==> src/rtl/fetch_queue_pkg.sv <==
// Shared LC-3b types for the fetch queue: instruction/PC word, storage entry, default depth.
package fetch_queue_pkg;

    typedef logic [15:0] lc3b_word;

    typedef struct packed {
        lc3b_word ir;
        lc3b_word pc;
    } lc3b_fq_entry;

    localparam int unsigned FQ_DEPTH_DEFAULT = 4;

endpackage

==> src/rtl/fetch_queue_ctrl.sv <==
// Pointer/occupancy control for fetch_queue; FETCH_QUEUE_BYPASS_EN suppresses the write
// when an empty queue hands the input straight to a ready decode stage.
module fetch_queue_ctrl
    import fetch_queue_pkg::*;
#(
    parameter int unsigned DEPTH = FQ_DEPTH_DEFAULT,
    localparam int unsigned AW = $clog2(DEPTH),
    localparam int unsigned CW = AW + 1
) (
    input  logic          clk,
    input  logic          rst,
    input  logic          enq_valid,
    input  logic          deq_ready,
    input  logic          flush,
    output logic          wr_en,
    output logic          rd_en,
    output logic          enq_ready,
    output logic          empty,
    output logic          full,
    output logic [AW-1:0] rd_ptr,
    output logic [AW-1:0] wr_ptr,
    output logic [CW-1:0] count
);

    assign full      = (count == CW'(DEPTH));
    assign empty     = (count == '0);
    assign enq_ready = !full;

    always_comb begin
        wr_en = enq_valid && enq_ready && !flush;
        rd_en = !empty && deq_ready && !flush;
`ifdef FETCH_QUEUE_BYPASS_EN
        // Entry is consumed combinationally on the bypass path, so it never lands in storage.
        if (empty && deq_ready) begin
            wr_en = 1'b0;
        end
`endif
    end

    always_ff @(posedge clk or posedge rst) begin
        if (rst) begin
            rd_ptr <= '0;
            wr_ptr <= '0;
            count  <= '0;
        end else if (flush) begin
            rd_ptr <= '0;
            wr_ptr <= '0;
            count  <= '0;
        end else begin
            if (wr_en) begin
                wr_ptr <= wr_ptr + 1'b1;
            end
            if (rd_en) begin
                rd_ptr <= rd_ptr + 1'b1;
            end
            case ({wr_en, rd_en})
                2'b10:   count <= count + 1'b1;
                2'b01:   count <= count - 1'b1;
                default: count <= count;
            endcase
        end
    end

endmodule

==> src/rtl/fetch_queue.sv <==
// Fetch-to-decode instruction queue: storage array plus head/bypass output mux.
// Optional zero-latency pass-through when empty: define FETCH_QUEUE_BYPASS_EN.
module fetch_queue
    import fetch_queue_pkg::*;
#(
    parameter int unsigned DEPTH = FQ_DEPTH_DEFAULT,
    localparam int unsigned AW = $clog2(DEPTH),
    localparam int unsigned CW = AW + 1
) (
    input  logic          clk,
    input  logic          rst,
    input  logic          enq_valid,
    input  logic [15:0]   enq_ir,
    input  logic [15:0]   enq_pc,
    output logic          enq_ready,
    output logic          deq_valid,
    output logic [15:0]   deq_ir,
    output logic [15:0]   deq_pc,
    input  logic          deq_ready,
    input  logic          flush,
    output logic [CW-1:0] count
);

    logic          wr_en;
    logic          rd_en;
    logic          empty;
    logic          full;
    logic [AW-1:0] rd_ptr;
    logic [AW-1:0] wr_ptr;
    lc3b_fq_entry  mem [DEPTH];
    lc3b_fq_entry  head;

    fetch_queue_ctrl #(
        .DEPTH (DEPTH)
    ) u_ctrl (
        .clk       (clk),
        .rst       (rst),
        .enq_valid (enq_valid),
        .deq_ready (deq_ready),
        .flush     (flush),
        .wr_en     (wr_en),
        .rd_en     (rd_en),
        .enq_ready (enq_ready),
        .empty     (empty),
        .full      (full),
        .rd_ptr    (rd_ptr),
        .wr_ptr    (wr_ptr),
        .count     (count)
    );

    always_ff @(posedge clk or posedge rst) begin
        if (rst) begin
            for (int unsigned i = 0; i < DEPTH; i++) begin
                mem[i] <= '0;
            end
        end else if (wr_en) begin
            mem[wr_ptr] <= '{ir: enq_ir, pc: enq_pc};
        end
    end

    assign head = mem[rd_ptr];

    always_comb begin
        deq_valid = !empty && !flush;
        deq_ir    = head.ir;
        deq_pc    = head.pc;
`ifdef FETCH_QUEUE_BYPASS_EN
        // Reset gates the bypass so outputs stay quiet while rst is high.
        if (empty && !flush && !rst) begin
            deq_valid = enq_valid;
            deq_ir    = enq_ir;
            deq_pc    = enq_pc;
        end
`endif
    end

    a_no_write_when_full: assert property (@(posedge clk) disable iff (rst) full |-> !wr_en);

endmodule

==> config.mk <==
export PLATFORM = sky130hd
export DESIGN_NAME = fetch_queue
export DESIGN_NICKNAME = d
export VERILOG_FILES = /design/src/rtl/fetch_queue_pkg.sv /design/src/rtl/fetch_queue_ctrl.sv /design/src/rtl/fetch_queue.sv
export SDC_FILE = /design/constraint.sdc
export NUM_CORES = 1
export LEC_CHECK = 0
export CAP_MARGIN = 40
export CELL_PAD_IN_SITES_DETAIL_PLACEMENT = 1
export CELL_PAD_IN_SITES_GLOBAL_PLACEMENT = 1
export CORE_UTILIZATION = 50
export CTS_BUF_LIST = sky130_fd_sc_hd__clkbuf_8 sky130_fd_sc_hd__clkbuf_16
export CTS_CLUSTER_SIZE = 10
export DETAILED_ROUTE_END_ITERATION = 8
export PLACE_DENSITY = 0.9
export SKIP_CTS_REPAIR_TIMING = 1
export SLEW_MARGIN = 20
export SYNTH_ARGS = -nofsm -noshare
export SYNTH_HDL_FRONTEND = slang
export SYNTH_HIERARCHICAL = 1
export SYNTH_SLANG_ARGS = --single-unit
==> constraint.sdc <==
create_clock -name clk -period 7.1 [get_ports clk]
set_input_delay 0.71 -clock clk [delete_from_list [all_inputs] [get_ports clk]]
set_output_delay 0.71 -clock clk [all_outputs]
set_load 0.02 [all_outputs]
==> results.py, run 1 <==
metrics = {
    "run_status": {
        "status": "finished with violations",
        "violations": "design-rule violations",
    },
    "routing": {
        "vias": 3523,
        "routed_wl_um": 13900,
        "drtAntennaViolNets": 0,
        "viasPerCell": 5.85,
        "drc": 7,
        "first_iter_violations": 188,
        "wire_per_inst_um": 23.2,
        "dr.pass1.iters": 6,
    },
    "sta": {
        "hold_viol_final": 0,
        "period_needed_ps": 3340,
        "report.final.slew_viol_count": 0,
        "worst_pin_slew_ps": 838,
        "setup-violations-final": 0,
        "skew_ps": 6.26,
        "fin_crit_sh": 0.470,
        "finalSetupTns_ps": 0,
        "rsz0062_at_grt": "no",
        "fmax_ghz": 0.299,
        "max_slew_margin": 0.441,
    },
    "synth": {
        "synth-seq-cells": 135,
        "yosysSeqAreaShare": 0.558,
        "synth_top_area_share": 0.558,
        "synthTopCellsByArea": "dfrtp_1, mux2_2, mux4_2, buf_2, buf_4",
        "ys.flop_type": "dfrtp_1",
        "yosys_warnings": 6,
        "synthArstFlopShare": 1.00,
        "synth.avg_cell_area_um2": 16.2,
        "netlist_area_mm2": 0.00606,
        "syn_nets": 412,
        "yosysTopAreaCell": "dfrtp_1",
        "synth_edf_count": 0,
        "synthCells": 374,
        "synth_cell_types": 38,
    },
    "critical_path": {
        "crit_type": "reg -> out",
        "critPathLaunchType": "flip-flop",
        "cp.arrival_ps": 2630,
        "cp_max_fo": 25,
        "crit_required_ps": 6390,
        "cp-end-kind": "output port",
    },
    "floorplan": {
        "io_pins": 74,
        "core_mm2": 0.0116,
        "die_w_um": 112,
        "dieArea_mm2": 0.0126,
        "die_h_um": 112,
        "rows": 39,
        "start_util": 0.521,
    },
    "grt": {
        "grt_pass1_vias": 4089,
        "antenna_found_initial": 0,
        "grt_use_total": 0.250,
        "grt_pass1_wl_um": 23100,
        "grt_max_degree": 71,
        "overflow": 0,
    },
    "final_layout": {
        "fill_cells": 1058,
        "final_cell_mix": "dfrtp_1, mux2_2, clkdlybuf4s50_1, mux4_2, clkbuf_16",
        "stdcell_count": 602,
        "design_area_mm2": 0.00744,
        "num_antenna_cells": 0,
        "layout_commonest_cell": "dfrtp_1",
        "multi_input_area_mm2": 0.00250,
        "seq_area_mm2": 0.00338,
        "nets": 486,
        "drive_gt1_frac": 0.436,
        "areaGrowthSynthToFinish_pct": 22.8,
    },
    "flow_run": {
        "drv_cap": 0,
    },
    "placement": {
        "io_buffer_count": 73,
        "dpl_cell_area_mm2": 0.00690,
        "place_inst": 571,
        "gp_congestion": 0.707,
        "dp_hpwl_um": 8450,
    },
    "clock_tree": {
        "cts_sinks": 135,
        "clkLatencyLatePin_ps": 410,
        "cts-htree-levels": 4,
        "cts_tree": "built",
        "cts_made_buffers": 17,
        "clk_pin_slew_ps": 50,
        "cts_root_buf": "clkbuf_16",
        "clockBufferDepth": 2,
    },
    "power_and_ir_drop": {
        "p_sw_w": 0.000709,
        "ir_drop_mv": 0.181,
        "p_per_area_mw_per_mm2": 345,
        "total_leakage_power_nw": 3.24,
        "p_seq_frac": 0.434,
        "comb_power_share": 0.266,
        "switching_share": 0.277,
        "p_int_w": 0.00185,
        "clock_power_share": 0.301,
    },
    "hold_path": {
        "hp-class": "reg -> reg",
    },
}
## flip-flops by register name (all words and copies together), names as in the netlist
name / count
mem: 128
u_ctrl/wr_ptr: 2
u_ctrl/count: 3
u_ctrl/rd_ptr: 2
## worst paths after layout
| path | startpoint | endpoint | slack (ps) | depth (start not counted) |
|---|---|---|---|---|
| hold / removal | mem[60] | mem[60] | 500 | 1 |
| min in group asynchronous | rst | u_ctrl/count[2] | 630 | 2 |
| max in group asynchronous | rst | mem[15] | 5060 | 4 |
| setup / recovery | u_ctrl/rd_ptr[0] | deq_ir[4] | 3760 | 3 |
| setup reg to reg | u_ctrl/count[0] | mem[112] | 4170 | 6 |
| hold reg to reg | mem[60] | mem[60] | 500 | 1 |
## power by group through the flow
stage,clock [W],combinational [W],sequential (W)
after floorplan,0,0.000469,0.00106
after global placement,0,0.000644,0.00109
after detailed placement,0,0.000678,0.00111
after CTS,0.000789,0.000689,0.00111
after global routing,0.000819,0.000723,0.00114
final,0.000771,0.000680,0.00111
## stage by stage
| stage | total power [W] | util | hold WS [ps] | worst slack, ps |
|---|---|---|---|---|
| 6_report | 0.00256 | 0.640 | 499 | 3760 |
| 4_1_cts | 0.00259 | 0.639 | 502 | 3680 |
| 5_1_grt | 0.00268 | 0.640 | 515 | 3620 |
| 3_3_place_gp | 0.00173 | 0.590 | 463 | 3600 |
| 3_5_place_dp | 0.00179 | 0.594 | 489 | 3480 |
| 2_1_floorplan | 0.00153 | - | 453 | 2980 |
## worst max-delay path, stage by stage, from the launching register on
cell and delay [ps]:
dfrtp_2 570, buf_4 470, mux4_2 590, clkdlybuf4s50_1 550
## routing by layer
metal | global-route usage | routed length [um] | up-vias
li1 | - | - | 1531
met1 | 0.312 | 5870 | 1899
met2 | 0.428 | 7400 | 74
met3 | 0.0562 | 478 | 19
met4 | 0.0996 | 207 | 0
met5 | 0 | 0 | -
## cell families (layout without fill, tap and decap cells)
logic type               Yosys count  after routing  synth area share
buffers and inverters             32            117            0.0304
XOR/XNOR                           3              3           0.00434
multiplexers                     163            163             0.362
AND/OR/NAND/NOR                   24             24            0.0233
AO/OA/AOI/OAI                     16             16            0.0184
adder cells (fa/ha/maj)            1              1           0.00331
flip-flops                       135            135             0.558
## synth_stat cells (2+ instances only)
| library cell | n |
|---|---|
| inv_1 | 5 |
| nor2_1 | 8 |
| dfrtp_1 | 135 |
| mux4_2 | 32 |
| a21oi_1 | 3 |
| xor2_1 | 3 |
| nand3b_1 | 3 |
| buf_2 | 15 |
| mux2_1 | 2 |
| o21ai_0 | 2 |
| o311ai_0 | 2 |
| nand3_1 | 2 |
| buf_6 | 2 |
| nor3_1 | 2 |
| mux2_2 | 128 |
| buf_4 | 8 |
## cell type report
type / instances / share of cell area
Clock inverter: 9 / 0.00522
Clock buffer: 21 / 0.0646
Sequential cell: 135 / 0.455
Timing Repair Buffer: 81 / 0.111
Multi-Input combinational cell: 207 / 0.337
Inverter: 6 / 0.00336
Tap cell: 143 / 0.0241
Power figures use the tool's default switching activity.
==> inputs of run 2 (changes only) <==
CORE_UTILIZATION = 47   (was 50)
PLACE_DENSITY = 0.86   (was 0.9)
clock period = 3.2 ns   (was 7.1 ns; I/O delays follow)
==> results.py, run 2 (synthesis results as in run 1) <==
metrics = {
    "routing": {
        "viasPerCell": 5.50,
        "routed_wl_um": 13600,
        "first_iter_violations": 143,
        "wire_per_inst_um": 21.3,
        "drtAntennaViolNets": 0,
        "dr.pass1.iters": 4,
        "vias": 3521,
        "drc": 0,
    },
    "critical_path": {
        "worst-path-buf-inv": 2,
        "crit_required_ps": 2880,
        "cp_num_cells": 3,
        "critPathTopFamily": "buffers and inverters",
        "slowest_stage": "dfrtp_2",
        "slowest_delay_ps": 680,
        "reg2reg_to": "u_ctrl/count[1]",
        "reg2reg_slack_ps": 780,
        "cp_cell_sequence": "buf_12 > mux4_2 > clkdlybuf4s50_1",
        "cp-end-kind": "output port",
        "r2r_cells": 7,
        "cp_max_fo": 15,
        "crit-reg2reg-launch": "u_ctrl/count[0]",
        "cp.arrival_ps": 2460,
        "critPathLaunchType": "flip-flop",
        "crit_type": "reg -> out",
    },
    "placement": {
        "dp_hpwl_um": 8730,
        "io_buffer_count": 73,
        "dpl_worst_slack_ps": 598,
        "gp_congestion": 0.695,
    },
    "grt": {
        "grt_use_total": 0.230,
        "grt_pass1_vias": 4029,
        "grt_pass1_wl_um": 22500,
        "grt_max_degree": 68,
        "overflow": 0,
        "antenna_found_initial": 0,
    },
    "flow_run": {
        "drv_cap": 0,
    },
    "power_and_ir_drop": {
        "ir_drop_mv": 0.419,
        "total_leakage_power_nw": 3.30,
        "p_per_area_mw_per_mm2": 786,
    },
    "final_layout": {
        "layout_commonest_cell": "dfrtp_1",
        "largest_reg_flops": 128,
        "final_cell_mix": "dfrtp_1, mux2_2, clkdlybuf4s50_1, mux4_2, clkbuf_16",
        "areaGrowthSynthToFinish_pct": 26.1,
        "regMostFlops": "mem",
        "nets": 494,
        "num_antenna_cells": 0,
        "drive_gt1_frac": 0.451,
        "fill_cells": 1147,
        "top_regs": "mem x128, u_ctrl/count x3",
    },
    "sta": {
        "skew_ps": 8.08,
        "fin_crit_sh": 0.868,
        "setup-violations-final": 0,
        "finalSetupTns_ps": 0,
        "rsz0062_at_grt": "no",
        "period_needed_ps": 2780,
        "hold_viol_final": 0,
        "fmax_ghz": 0.360,
        "fin_ws_ps": 422,
        "worst_pin_slew_ps": 709,
        "report.final.slew_viol_count": 0,
        "max_slew_margin": 0.526,
    },
    "clock_tree": {
        "cts_made_buffers": 17,
        "cts_tree": "built",
        "clk_pin_slew_ps": 50,
        "clockBufferDepth": 2,
        "cts_root_buf": "clkbuf_16",
        "cts_sinks": 135,
        "clkLatencyLatePin_ps": 410,
        "cts-htree-levels": 4,
    },
    "floorplan": {
        "start_util": 0.482,
        "die_h_um": 116,
        "dieArea_mm2": 0.0133,
        "die_w_um": 116,
        "core_mm2": 0.0126,
        "io_pins": 74,
        "rows": 41,
    },
    "hold_path": {
        "hp-class": "in -> async",
    },
    "run_status": {
        "status": "finished clean",
    },
}
## run 2: worst max path at each step
stage	from	end	slack [ps]
floorplan	u_ctrl/count[0]	u_ctrl/count[2]	890
global placement	deq_ready	u_ctrl/count[1]	730
detailed placement	deq_ready	u_ctrl/count[1]	600
CTS	u_ctrl/rd_ptr[0]	deq_ir[14]	360
global route	u_ctrl/rd_ptr[0]	deq_ir[14]	320
finish	u_ctrl/rd_ptr[0]	deq_ir[14]	420
## run 2: routing by layer
layer | part of all wire | vias to the layer above | global-route usage
met5 | 0 | - | 0
li1 | - | 1561 | -
met2 | 0.53 | 56 | 0.393
met3 | 0.028 | 13 | 0.0528
met1 | 0.43 | 1891 | 0.293
met4 | 0.013 | 0 | 0.0701
## run 2: where the power goes
group / leakage [nW] / switching, W / internal [W] / total [W]
clock: 0.312 / 0.000691 / 0.00135 / 0.00204
combinational: 1.29 / 0.000596 / 0.000907 / 0.00150
sequential: 1.70 / 0.000284 / 0.00217 / 0.00246
## run 2: layout make-up
class	count	area (um2)	area share
well taps	172	215	0.0282
clock inverters	11	156	0.0205
repair buffers	89	888	0.116
inverters	6	26.3	0.00344
clock buffers	20	467	0.0611
multi-input cells	207	2500	0.328
flip-flops and latches	135	3380	0.443
## run 2: stage by stage
stage	hold slack (ps)	power (W)	instance area (um2)	instances	utilization
after floorplan	123	0.00339	6060	374	-
after global placement	466	0.00386	7020	609	0.558
after detailed placement	484	0.00398	7020	609	0.558
after CTS	234	0.00608	7640	640	0.608
after global routing	282	0.00627	7640	640	0.608
final	244	0.00600	7640	640	0.608
## run 2: worst register-to-register path, delay by kind of cell (launching register included)
| kind | cells | cell delay, ps |
|---|---|---|
| AO/OA/AOI/OAI | 4 | 1020 |
| adder cells (fa/ha/maj) | 1 | 520 |
| flip-flops | 1 | 530 |
| AND/OR/NAND/NOR | 2 | 240 |
==> inputs of run 3 (changes only) <==
CORE_MARGIN = 3   (was unset)
PLACE_DENSITY = 0.81   (was 0.86)
==> results.py, run 3 (synthesis results as in run 1) <==
metrics = {
    "run_status": {
        "status": "finished clean",
    },
    "clock_tree": {
        "cts-htree-levels": 4,
        "cts_sinks": 135,
        "clockBufferDepth": 2,
        "cts_root_buf": "clkbuf_16",
        "cts_made_buffers": 17,
        "clkLatencyLatePin_ps": 420,
        "cts_tree": "built",
        "clk_pin_slew_ps": 60,
    },
    "critical_path": {
        "r2r_cells": 7,
        "cp-end-kind": "output port",
        "crit_type": "reg -> out",
        "reg2reg_to": "u_ctrl/count[1]",
        "cp_max_fo": 22,
        "crit-reg2reg-launch": "u_ctrl/count[0]",
        "reg2reg_slack_ps": 730,
        "critPathLaunchType": "flip-flop",
        "cp.arrival_ps": 2390,
        "crit_required_ps": 2880,
    },
    "placement": {
        "io_buffer_count": 73,
        "gp_congestion": 0.788,
        "dpl_cell_area_mm2": 0.00695,
        "dp_hpwl_um": 8090,
    },
    "final_layout": {
        "nets": 486,
        "areaGrowthSynthToFinish_pct": 23.5,
        "postLayoutCoreUtil": 0.607,
        "design_area_mm2": 0.00748,
        "drive_gt1_frac": 0.443,
        "largest_reg_flops": 128,
        "num_antenna_cells": 0,
        "fill_cells": 1152,
        "regMostFlops": "mem",
        "final_cell_mix": "dfrtp_1, mux2_2, clkdlybuf4s50_1, mux4_2, clkbuf_16",
        "layout_commonest_cell": "dfrtp_1",
        "top_regs": "mem x128, u_ctrl/count x3",
    },
    "floorplan": {
        "io_pins": 74,
        "start_util": 0.492,
        "core_mm2": 0.0123,
        "die_w_um": 120,
        "rows": 40,
        "die_h_um": 120,
        "dieArea_mm2": 0.0143,
    },
    "sta": {
        "max_slew_margin": 0.626,
        "hold_slack_ps": 237,
        "setup-violations-final": 0,
        "skew_ps": 9.35,
        "fmax_ghz": 0.369,
        "rsz0062_at_grt": "no",
        "finalSetupTns_ps": 0,
        "report.final.slew_viol_count": 0,
        "fin_crit_sh": 0.846,
        "hold_viol_final": 0,
        "period_needed_ps": 2710,
        "worst_pin_slew_ps": 561,
    },
    "routing": {
        "first_iter_violations": 142,
        "dr.pass1.iters": 4,
        "drtAntennaViolNets": 0,
        "wire_per_inst_um": 21.2,
        "vias": 3473,
        "routed_wl_um": 13300,
        "viasPerCell": 5.53,
        "drc": 0,
    },
    "grt": {
        "grt_pass1_wl_um": 22000,
        "grt_pass1_vias": 4129,
        "antenna_found_initial": 0,
        "grt_use_total": 0.202,
        "grt_max_degree": 106,
        "overflow": 0,
    },
    "power_and_ir_drop": {
        "p_per_area_mw_per_mm2": 759,
        "ir_drop_mv": 0.401,
        "totalPowerFinal_w": 0.00568,
        "total_leakage_power_nw": 3.21,
    },
    "hold_path": {
        "hp-class": "in -> async",
    },
    "flow_run": {
        "drv_cap": 0,
    },
}
## run 3: metal layers
| layer | track usage | routed length, um |
|---|---|---|
| met1 | 0.245 | 5680 |
| met2 | 0.344 | 6900 |
| met3 | 0.0556 | 471 |
| met4 | 0.0816 | 261 |
| met5 | 0 | 0 |
## run 3: worst max path at each step
| stage | start | end | slack [ps] | cells after the start |
|---|---|---|---|---|
| after floorplan | u_ctrl/count[0] | u_ctrl/count[2] | 890 | 7 |
| after global placement | enq_valid | u_ctrl/count[1] | 690 | 7 |
| after detailed placement | enq_valid | u_ctrl/count[1] | 540 | 7 |
| after CTS | u_ctrl/rd_ptr[1] | deq_pc[14] | 450 | 3 |
| after global routing | u_ctrl/rd_ptr[1] | deq_pc[14] | 390 | 3 |
| final | u_ctrl/rd_ptr[1] | deq_pc[14] | 490 | 3 |
## run 3: layout make-up
| type | count | area (um2) | area share |
|---|---|---|---|
| tap | 168 | 210 | 0.0281 |
| sequential | 135 | 3380 | 0.452 |
| timing repair buffer | 81 | 828 | 0.111 |
| clock inverter | 11 | 60.1 | 0.00803 |
| inverter | 6 | 26.3 | 0.00351 |
| clock buffer | 20 | 467 | 0.0624 |
| multi-input combinational | 207 | 2500 | 0.335 |
## run 3: through the flow
step / worst slack, ps / instances
floorplan: 890 / 374
finish: 493 / 628
CTS: 452 / 628
global route: 390 / 628
global placement: 692 / 597
detailed placement: 543 / 597
## run 3: power breakdown
group          internal [W]  total (W)  switching [W]  leakage (nW)
clock network       0.00103    0.00174       0.000710         0.266
registers           0.00217    0.00243       0.000253          1.70
logic              0.000899    0.00151       0.000611          1.25
total               0.00410    0.00568        0.00157          3.21
## run 3: worst max-delay path, cell delays in order, from the launching register on
cell and delay (ps):
dfrtp_2 590, buf_12 270, mux4_2 550, clkdlybuf4s50_1 560
